## src/rtl/muldiv_unit_if.sv

```systemverilog
// Request/result interface of the multiply/divide unit.
// The master side issues MUL/DIV/MTHI/MTLO requests and the slave side
// returns busy/done/dbz and the architectural HI/LO pair.
interface muldiv_unit_if #(
    parameter int WIDTH = 32
);
    logic             start;
    logic [2:0]       op;
    logic [WIDTH-1:0] a;
    logic [WIDTH-1:0] b;
    logic             flush;
    logic             busy;
    logic             done;
    logic             dbz;
    logic [WIDTH-1:0] hi;
    logic [WIDTH-1:0] lo;

    modport master (
        output start, op, a, b, flush,
        input  busy, done, dbz, hi, lo
    );

    modport slave (
        input  start, op, a, b, flush,
        output busy, done, dbz, hi, lo
    );
endinterface

```

## src/rtl/muldiv_unit.sv

```systemverilog
// Sequential multiply/divide unit holding the MIPS HI/LO register pair.
// MULT/MULTU use shift-add and DIV/DIVU use restoring division on operand
// magnitudes, one bit per cycle, with a final sign-fix cycle. MTHI/MTLO
// write HI/LO directly at the start edge.
// Optional feature macro: MULDIV_FAST_MUL_EN -- MULT/MULTU compute the full
// product in the start cycle and go straight to the sign-fix cycle.
module muldiv_unit #(
    parameter int WIDTH = 32
) (
    input logic          clk,
    input logic          reset,
    muldiv_unit_if.slave bus
);
    localparam int CW = $clog2(WIDTH);

    typedef enum logic [1:0] {IDLE, RUN, FIX} state_t;

    state_t state, next_state;

    logic [WIDTH-1:0] p_hi, p_lo, mcand;
    logic [CW-1:0]    count;
    logic             is_div, neg_q, neg_r, dz;
    logic [WIDTH-1:0] hi_q, lo_q;
    logic             done_q, dbz_q;

    logic             issue, op_mul, op_div, op_mt, signed_op;
    logic [WIDTH-1:0] abs_a, abs_b;

    assign op_mul    = (bus.op[2:1] == 2'b00);
    assign op_div    = (bus.op[2:1] == 2'b01);
    assign op_mt     = (bus.op[2:1] == 2'b10);
    assign signed_op = !bus.op[0];
    // A flush in the same cycle as start cancels the request.
    assign issue     = bus.start && !bus.flush && (state == IDLE);

    assign abs_a = (signed_op && bus.a[WIDTH-1]) ? -bus.a : bus.a;
    assign abs_b = (signed_op && bus.b[WIDTH-1]) ? -bus.b : bus.b;

    // One shift-add multiply step: add the multiplicand when the LSB of the
    // multiplier is set, then shift the {p_hi,p_lo} pair right by one.
    logic [WIDTH-1:0] mul_addend;
    logic [WIDTH:0]   mul_sum;
    assign mul_addend = p_lo[0] ? mcand : {WIDTH{1'b0}};
    assign mul_sum    = {1'b0, p_hi} + {1'b0, mul_addend};

    // One restoring divide step: shift the next dividend bit into the
    // partial remainder and subtract the divisor if it fits.
    logic [WIDTH:0]   div_shift;
    logic             div_ge;
    logic [WIDTH-1:0] div_sub;
    assign div_shift = {p_hi, p_lo[WIDTH-1]};
    assign div_ge    = (div_shift >= {1'b0, mcand});
    assign div_sub   = div_shift[WIDTH-1:0] - mcand;

    // Sign correction. Divide by zero leaves |a| as remainder, which the
    // dividend-sign fix turns back into a; the quotient is forced to ones.
    logic [2*WIDTH-1:0] prod_fix;
    logic [WIDTH-1:0]   quo_fix, rem_fix, res_hi, res_lo;
    assign prod_fix = neg_q ? -{p_hi, p_lo} : {p_hi, p_lo};
    assign quo_fix  = dz ? {WIDTH{1'b1}} : (neg_q ? -p_lo : p_lo);
    assign rem_fix  = neg_r ? -p_hi : p_hi;
    assign res_hi   = is_div ? rem_fix : prod_fix[2*WIDTH-1:WIDTH];
    assign res_lo   = is_div ? quo_fix : prod_fix[WIDTH-1:0];

`ifdef MULDIV_FAST_MUL_EN
    logic [2*WIDTH-1:0] fast_prod;
    assign fast_prod = {{WIDTH{1'b0}}, abs_a} * {{WIDTH{1'b0}}, abs_b};
`endif

    // State register.
    // NOTE: clocked state uses non-blocking (<=) so every flop samples the
    // pre-edge values of the others, independent of block ordering.
    always_ff @(posedge clk or negedge reset) begin
        if (!reset) state <= IDLE;
        else        state <= next_state;
    end

    // Next-state logic.
    // NOTE: next_state gets a default before the case so no path leaves it
    // unassigned, which would infer a latch.
    always_comb begin
        next_state = state;
        unique case (state)
            IDLE: begin
                if (issue && op_div) begin
                    next_state = RUN;
                end else if (issue && op_mul) begin
`ifdef MULDIV_FAST_MUL_EN
                    next_state = FIX;
`else
                    next_state = RUN;
`endif
                end
            end
            RUN: begin
                if (bus.flush)                            next_state = IDLE;
                else if (count == CW'(WIDTH - 1))         next_state = FIX;
            end
            FIX:     next_state = IDLE;
            default: next_state = IDLE;
        endcase
    end

    // Operand capture and per-cycle iteration datapath.
    always_ff @(posedge clk or negedge reset) begin
        if (!reset) begin
            p_hi   <= '0;
            p_lo   <= '0;
            mcand  <= '0;
            count  <= '0;
            is_div <= 1'b0;
            neg_q  <= 1'b0;
            neg_r  <= 1'b0;
            dz     <= 1'b0;
        end else if (state == IDLE) begin
            if (issue && (op_mul || op_div)) begin
                mcand  <= abs_b;
                p_lo   <= abs_a;
                p_hi   <= '0;
                count  <= '0;
                is_div <= op_div;
                neg_q  <= signed_op && (bus.a[WIDTH-1] ^ bus.b[WIDTH-1]);
                neg_r  <= signed_op && bus.a[WIDTH-1];
                dz     <= op_div && (bus.b == '0);
`ifdef MULDIV_FAST_MUL_EN
                if (op_mul) {p_hi, p_lo} <= fast_prod;
`endif
            end
        end else if (state == RUN) begin
            count <= count + 1'b1;
            if (is_div) begin
                p_hi <= div_ge ? div_sub : div_shift[WIDTH-1:0];
                p_lo <= {p_lo[WIDTH-2:0], div_ge};
            end else begin
                p_hi <= mul_sum[WIDTH:1];
                p_lo <= {mul_sum[0], p_lo[WIDTH-1:1]};
            end
        end
    end

    // Architectural HI/LO, done pulse and divide-by-zero flag.
    always_ff @(posedge clk or negedge reset) begin
        if (!reset) begin
            hi_q   <= '0;
            lo_q   <= '0;
            done_q <= 1'b0;
            dbz_q  <= 1'b0;
        end else begin
            done_q <= 1'b0;
            if (issue && op_mt) begin
                if (bus.op[0]) lo_q <= bus.a;
                else           hi_q <= bus.a;
                done_q <= 1'b1;
                dbz_q  <= 1'b0;
            end else if (state == FIX && !bus.flush) begin
                hi_q   <= res_hi;
                lo_q   <= res_lo;
                done_q <= 1'b1;
                dbz_q  <= dz;
            end
        end
    end

    assign bus.busy = (state != IDLE);
    assign bus.done = done_q;
    assign bus.dbz  = dbz_q;
    assign bus.hi   = hi_q;
    assign bus.lo   = lo_q;
endmodule

```

## src/flat_wrapper.sv

```systemverilog
// flat-port wrapper written by rule: the top's interface ports become plain ports
module muldiv_unit_flat 
#(
    parameter int WIDTH = 32
)
  (clk, reset, bus_start, bus_op, bus_a, bus_b, bus_flush, bus_busy, bus_done, bus_dbz, bus_hi, bus_lo);
  muldiv_unit_if #(.WIDTH(WIDTH)) bus_i ();
  input logic clk;
  input logic reset;
  input wire logic [$bits(bus_i.start)-1:0] bus_start;
  input wire logic [$bits(bus_i.op)-1:0] bus_op;
  input wire logic [$bits(bus_i.a)-1:0] bus_a;
  input wire logic [$bits(bus_i.b)-1:0] bus_b;
  input wire logic [$bits(bus_i.flush)-1:0] bus_flush;
  output wire logic [$bits(bus_i.busy)-1:0] bus_busy;
  output wire logic [$bits(bus_i.done)-1:0] bus_done;
  output wire logic [$bits(bus_i.dbz)-1:0] bus_dbz;
  output wire logic [$bits(bus_i.hi)-1:0] bus_hi;
  output wire logic [$bits(bus_i.lo)-1:0] bus_lo;
  assign bus_i.start = bus_start;
  assign bus_i.op = bus_op;
  assign bus_i.a = bus_a;
  assign bus_i.b = bus_b;
  assign bus_i.flush = bus_flush;
  assign bus_busy = bus_i.busy;
  assign bus_done = bus_i.done;
  assign bus_dbz = bus_i.dbz;
  assign bus_hi = bus_i.hi;
  assign bus_lo = bus_i.lo;
  muldiv_unit #(.WIDTH(WIDTH)) u_core (.clk(clk), .reset(reset), .bus(bus_i));
endmodule
```

## config.mk

```make
export PLATFORM = sky130hd
export DESIGN_NAME = muldiv_unit_flat
export DESIGN_NICKNAME = d
export VERILOG_FILES = /design/src/rtl/muldiv_unit_if.sv /design/src/rtl/muldiv_unit.sv /design/src/flat_wrapper.sv
export SDC_FILE = /design/constraint.sdc
export NUM_CORES = 1
export LEC_CHECK = 0
export CAP_MARGIN = 20
export CORE_MARGIN = 1.5
export CORE_UTILIZATION = 37
export DETAILED_ROUTE_END_ITERATION = 10
export GPL_ROUTABILITY_DRIVEN = 0
export PLACE_DENSITY_LB_ADDON = 0.08
export SYNTH_ARGS = -nofsm -noshare
export SYNTH_HDL_FRONTEND = slang
export SYNTH_SLANG_ARGS = --single-unit
```

## constraint.sdc

```tcl
create_clock -name clk -period 5.6 [get_ports clk]
set_input_delay 1.12 -clock clk [delete_from_list [all_inputs] [get_ports clk]]
set_output_delay 1.12 -clock clk [all_outputs]
set_load 0.03 [all_outputs]
```

## Yosys cells after proc, flatten, opt, wreduce, memory -nomap -nowiden

Cells that the tools add are included.

| word-level totals | value |
|---|---|
| output and inout bits | 67 |
| logic and storage cells | 94 |
| bits in registers | 173 |
| input port bits | 71 |

| operators by class | value |
|---|---|
| reductions and logical operators | 25 |
| $lt $le $gt $ge | 1 |
| mux-type cells | 36 |
| equality and inequality tests | 10 |
| add/subtract/negate cells | 8 |
| bitwise operators | 1 |

Operators with widths:

| cell | count |
|---|---|
| $mux W32 | 23 |
| $neg A32 Y32 | 4 |
| $mux W64 | 1 |
| $neg A64 Y64 | 1 |
| $add A32 B32 Y33 | 1 |
| $ge A33 B32 Y1 | 1 |
| $logic_not A32 Y1 | 1 |
| $sub A32 B32 Y32 | 1 |
| $mux W5 | 3 |
| $logic_and A1 B1 Y1 | 11 |
| $reduce_and A2 Y1 | 5 |
| $mux W2 | 4 |
| $ne A2 B2 Y1 const B | 3 |
| $reduce_bool A2 Y1 | 3 |
| $add A5 B1 Y5 const B | 1 |
| $eq A5 B5 Y1 const B | 1 |
| $eq A2 B1 Y1 const B | 2 |
| $eq A2 B2 Y1 const B | 2 |
| $logic_not A2 Y1 | 2 |
| $mux W1 | 4 |
| $pmux W2 S2 | 1 |
| $ne A3 B1 Y1 const B | 1 |
| $ne A3 B2 Y1 const B | 1 |
| $logic_not A1 Y1 | 2 |
| 2 further kinds | 2 |

## Logic depth before layout (Yosys ltp)

| logic depth | value |
|---|---|
| word-level depth | 7 |
| depth in mapped cells | 14 |
| gate-level depth less buffers | 13 |

## Worst setup path before layout

No wires, ideal clock.

| path | value |
|---|---|
| path type | register to register |
| start | reg u_core.p_lo[0] |
| end | reg u_core.p_hi[31] |
| clock period less this slack | 3.449 ns |
| required time | 5.478 ns |
| buffers on the path | 2 |
| path slack | 2.151 ns |
| cell stages (with the launch flop) | 15 |
| arrival | 3.327 ns |
| setup time | 0.122 ns |
| path through | dfrtp_1 > clkbuf_1 > inv_1 > clkbuf_1 > nor2_1 > ha_1 > a21o_1 > a211o_1 > o21ai_1 > a31oi_1 > a221oi_1 > nand2_1 > a22o_1 > or4_1 > a32o_1 |

| on the way | value |
|---|---|
| word-level cells in the longest chain between the ends | 5 |

RTL lines:

| element | line | source |
|---|---|---|
| from (decl) | muldiv_unit.sv:20 | `logic [WIDTH-1:0] p_hi, p_lo, mcand;` |
| from (signal assigned) | muldiv_unit.sv:118 | `p_lo <= abs_a;` |
| from (signal assigned) | muldiv_unit.sv:133 | `p_lo <= {p_lo[WIDTH-2:0], div_ge};` |
| from (signal assigned) | muldiv_unit.sv:136 | `p_lo <= {mul_sum[0], p_lo[WIDTH-1:1]};` |
| $mux W32 | muldiv_unit.sv:43 | `assign mul_addend = p_lo[0] ? mcand : {WIDTH{1'b0}};` |
| $add A32 B32 Y33 | muldiv_unit.sv:44 | `assign mul_sum = {1'b0, p_hi} + {1'b0, mul_addend};` |
| $mux W32 | muldiv_unit.sv:131 | `if (is_div) begin` |
| $mux W32 | muldiv_unit.sv:129 | `end else if (state == RUN) begin` |
| $mux W32 | muldiv_unit.sv:115 | `end else if (state == IDLE) begin` |
| to (signal assigned) | muldiv_unit.sv:132 | `p_hi <= div_ge ? div_sub : div_shift[WIDTH-1:0];` |
| to (signal assigned) | muldiv_unit.sv:135 | `p_hi <= mul_sum[WIDTH:1];` |
| to (decl) | muldiv_unit.sv:20 |  |

Every way passes these cells. The select of a mux whose other input is x is not followed.
A chain may end at the register's enable or synchronous reset.

## Worst setup path after layout

Same ends and word-level chain as after synthesis.

==> summary.md <==
| Metric | Value |
|---|---|
| Post-synthesis cell count | around 1.8k |
| Synth unique cells | between 70 and 80 |
| Max FO, Critical Path | 22 |
| Starting density of the core | a little under two fifths |
| CP endpoint kind | register |
| Total CTS buffers | 17 |
| Setup TNS | 0 ps |
| Critical path arrival | roughly 4400 ps |
| Minimum clock period | between 3000 and 4000 ps |
| Synthesized cell area | about 14000 sq um |
| Net Sw Frac | between 40 and 50% |
| Final instance area | around 17000 sq um |
| Syn_area_per_cell | about 7.9 sq um |
| Unrepaired setup endpoints after global routing | no |
| HP Class | reg2reg |
| Worst-path cell chain | inv_1, buf_4, nor2_1, ha_1, a21o_1, a211o_1, o21ai_1, a31oi_1, a221oi_1, nand2_1, a22o_1, or4_1, a32o_1 |
| Power per Cell Area | 486 nW/um^2 |
| Buf/Inv on CP | 2 |
| Async SR Flop Fraction | 100% |
| DR vias/cell | 5.63 |
| Via count | 13.5k |
| Commonest non-fill, non-tap cell in the layout | nand2_1 |
| Initial drt markers | between 1k and 1.5k |
| Slowest CP cell | dfrtp_1 |
| Period utilisation layout | a little under three quarters |
| Placed cell area | between 15000 and 20000 sq um |
| Final setup skew | 13.3 ps |
| Post-CTS Setup Bufs | 0 |
| Hold buffer count at cts | 0 |
| Nets | slightly above 2k |
| N_diodes | 0 |
| GRT Overall Usage | between 20% and 30% |
| Initial antenna violation count | 0 |
| Seq/Total Area, Yosys | between 30% and 40% |
| Comb pwr share | approximately 58% |
| Largest net degree at the start of global routing | 94 |
| Sequential group share of total power | about 27% |
| Slew HR | approximately 26% |
| Max Used Layer | met4 |
| Slew @ Worst Pin | roughly 1100 ps |
| Residual DRC | 0 |
| Layout cell share with drive strength beyond 1 | a little over 4% |
| Depth of the CTS H-tree | 4 |
| Clk pwr share | about 15% |
| Core ar. | 37600 sq um |
| Min-Delay Path Depth | 2 |
| Wire length on met1 | about 22000 um |
| DIE WIDTH | just under 200 um |
| Final core occ | 43.9% |
| # IOs | between 100 and 150 |
| F_max | between 0.2 and 0.3 GHz |
| Row count | 71 |
| Total power | between 8 and 9 mW |
| Synth warn | 0 |
| Max cap viols | 0 |
| Setup CP Type | reg2reg |
| Critical path depth | 13 |
| R2R cell count | 13 |
| Endpoints failing setup | 0 |
| DR WL/cell | around 20 um |
| Internal Power | roughly 4.2 mW |
| Post-DRT Antenna Nets | 0 |
| Global-route wire length before repair | 76200 um |
| Fin. Hold Viols | 0 |
| Sink Count | approximately 170 |
| Net switching power figure | ~3.8 mW |
| Final wirelength | slightly below 50000 um |
| Final Max Tran Viols | 0 |
| Syn nets | slightly below 2k |
| CTS tree | yes |
| GRT overflow | 0 |
| Status | finished clean |
| CP peak stage delay | roughly 540 ps |
| EDFF count, synth | 0 |
| Routed wl met3 | approximately 1900 um |
| Die Ht | around 200 um |
| IO buf count | about 140 |
| CTS resizes | 0 |
| Vias in the first global route | about 13k |
| Root buf cell | clkbuf_16 |
| Clock Latency Late Sink | approximately 460 ps |
| # fillers | between 3k and 4k |
| CP startpoint kind | register |
| Ys flop type | dfrtp_1 |
| Post-detail-place hpwl | between 30000 and 40000 um |
| Synth-to-layout area growth | 17.3% |
| Peak supply drop | between 0.2 and 0.3 mV |
| Fin Hold WS | ~480 ps |
| #FFs+latches synth | 173 |
| Pleak | 7.00 nW |
| DRT Pass-1 Iters | 5 |
| Worst path top cell family by delay | compound AO/OA/AOI/OAI gates |
| Most frequent cells in the layout | nand2_1, o21ai_0, dfrtp_1 |
| Total die area | a little under 40000 sq um |
| DR WL met2 | 24000 um |
| Maximum buffer depth of the clock tree | 2 |
| Critical Path RT | 5960 ps |
| Clk slew on worst S/H paths | 70 ps |
==> logic make-up after synthesis <==
| logic type | Yosys count | synth area share [%] |
|---|---|---|
| AO/OA/AOI/OAI | 592 | 25.2 |
| XOR/XNOR | 166 | 10.3 |
| adder cells (fa/ha/maj) | 72 | 6.51 |
| buffers and inverters | 160 | 4.38 |
| flip-flops | 173 | 30.8 |
| multiplexers | 56 | 3.99 |
| AND/OR/NAND/NOR | 571 | 18.8 |
==> power groups by stage <==
| stage | Clock (mW) | Combinational [mW] | Sequential, mW |
|---|---|---|---|
| after floorplan | 0 | 3.14 | 2.21 |
| after global placement | 0 | 4.56 | 2.20 |
| after detailed placement | 0 | 4.57 | 2.20 |
| after CTS | 1.24 | 4.60 | 2.18 |
| after global routing | 1.28 | 5.11 | 2.24 |
| final | 1.21 | 4.61 | 2.19 |
==> flip-flops by register name (all words and copies together) (netlist names) <==
signal           cells
u_core.neg_q         1
u_core.count         5
u_core.is_div        1
u_core.neg_r         1
u_core.bus.dbz       1
u_core.p_hi         32
u_core.mcand        32
u_core.state         2
u_core.bus.done      1
u_core.bus.hi       32
u_core.dz            1
u_core.p_lo         32
u_core.bus.lo       32
==> synth_stat cells, drive strengths merged (3+ instances only) <==
cell     instances  share of area (%)
a21oi          143                5.1
a22oi           24                1.3
nor2b           12               0.53
mux2i           55                3.9
nor2           171                4.6
nand3b           3               0.16
a211oi          18               0.96
o41ai           10               0.62
nand2b          15               0.67
or4             12               0.72
dfrtp          173                 31
buf             15               0.51
nand3           25               0.93
nand4           14               0.62
inv             61                1.6
nor3            31                1.1
nand2          211                5.6
or2              3               0.13
o31ai           26                1.4
nor3b            7               0.37
ha              70                6.2
a31oi           17               0.76
o21ai          222                8.0
xor2            58                3.6
o21a             9               0.48
o211ai          15               0.84
xnor2          108                6.7
nor4            19                1.0
o22ai           35                1.6
o21bai           7               0.37
and3            16               0.71
and2             4               0.18
o2111ai          3               0.19
or3             20               0.93
a21o            31                1.7
clkbuf          83                2.2
a32oi            5               0.31
o221ai           7               0.44
==> worst reg2reg max path, stage by stage, from the launching register on <==
cell,delay (ps)
dfrtp_1,540
inv_1,140
buf_4,300
nor2_1,90
ha_1,330
a21o_1,210
a211o_1,280
o21ai_1,260
a31oi_1,260
a221oi_1,480
nand2_1,140
a22o_1,230
or4_1,410
a32o_1,230
==> area by class of cell <==
| cell class | count | area (sq um) | share of cell area (%) |
|---|---|---|---|
| multi-input cells | 1457 | 9160 | 55.5 |
| clock buffers | 21 | 460 | 2.79 |
| clock inverters | 7 | 91.3 | 0.553 |
| inverters | 62 | 233 | 1.41 |
| repair buffers | 161 | 1590 | 9.61 |
| well taps | 511 | 639 | 3.87 |
| flip-flops and latches | 173 | 4330 | 26.2 |
==> metal layers <==
layer | up-vias | GRT usage [%]
met4 | 0 | 7.32
met2 | 350 | 44.3
met1 | 6474 | 32.7
met5 | - | 0
li1 | 6600 | -
met3 | 47 | 2.90
==> path summary, 6_finish.rpt <==
check | from | to | slack (ps)
max | u_core.p_lo[0] | u_core.p_hi[31] | 1610
min | u_core.bus.lo[18] | u_core.bus.lo[18] | 480
max reg2reg | u_core.p_lo[0] | u_core.p_hi[31] | 1610
min reg2reg | u_core.bus.lo[18] | u_core.bus.lo[18] | 480
max in group asynchronous | reset | u_core.p_lo[19] | 3850
min in group asynchronous | reset | u_core.bus.lo[3] | 700
==> stage by stage <==
stage / setup slack (ps) / std cells
2_1_floorplan: 2150 / 1790
3_3_place_gp: 1260 / 2361
3_5_place_dp: 1370 / 2363
4_1_cts: 1660 / 2391
5_1_grt: 1440 / 2392
6_report: 1610 / 2392
Note: power is estimated with default switching activity, not from simulation.
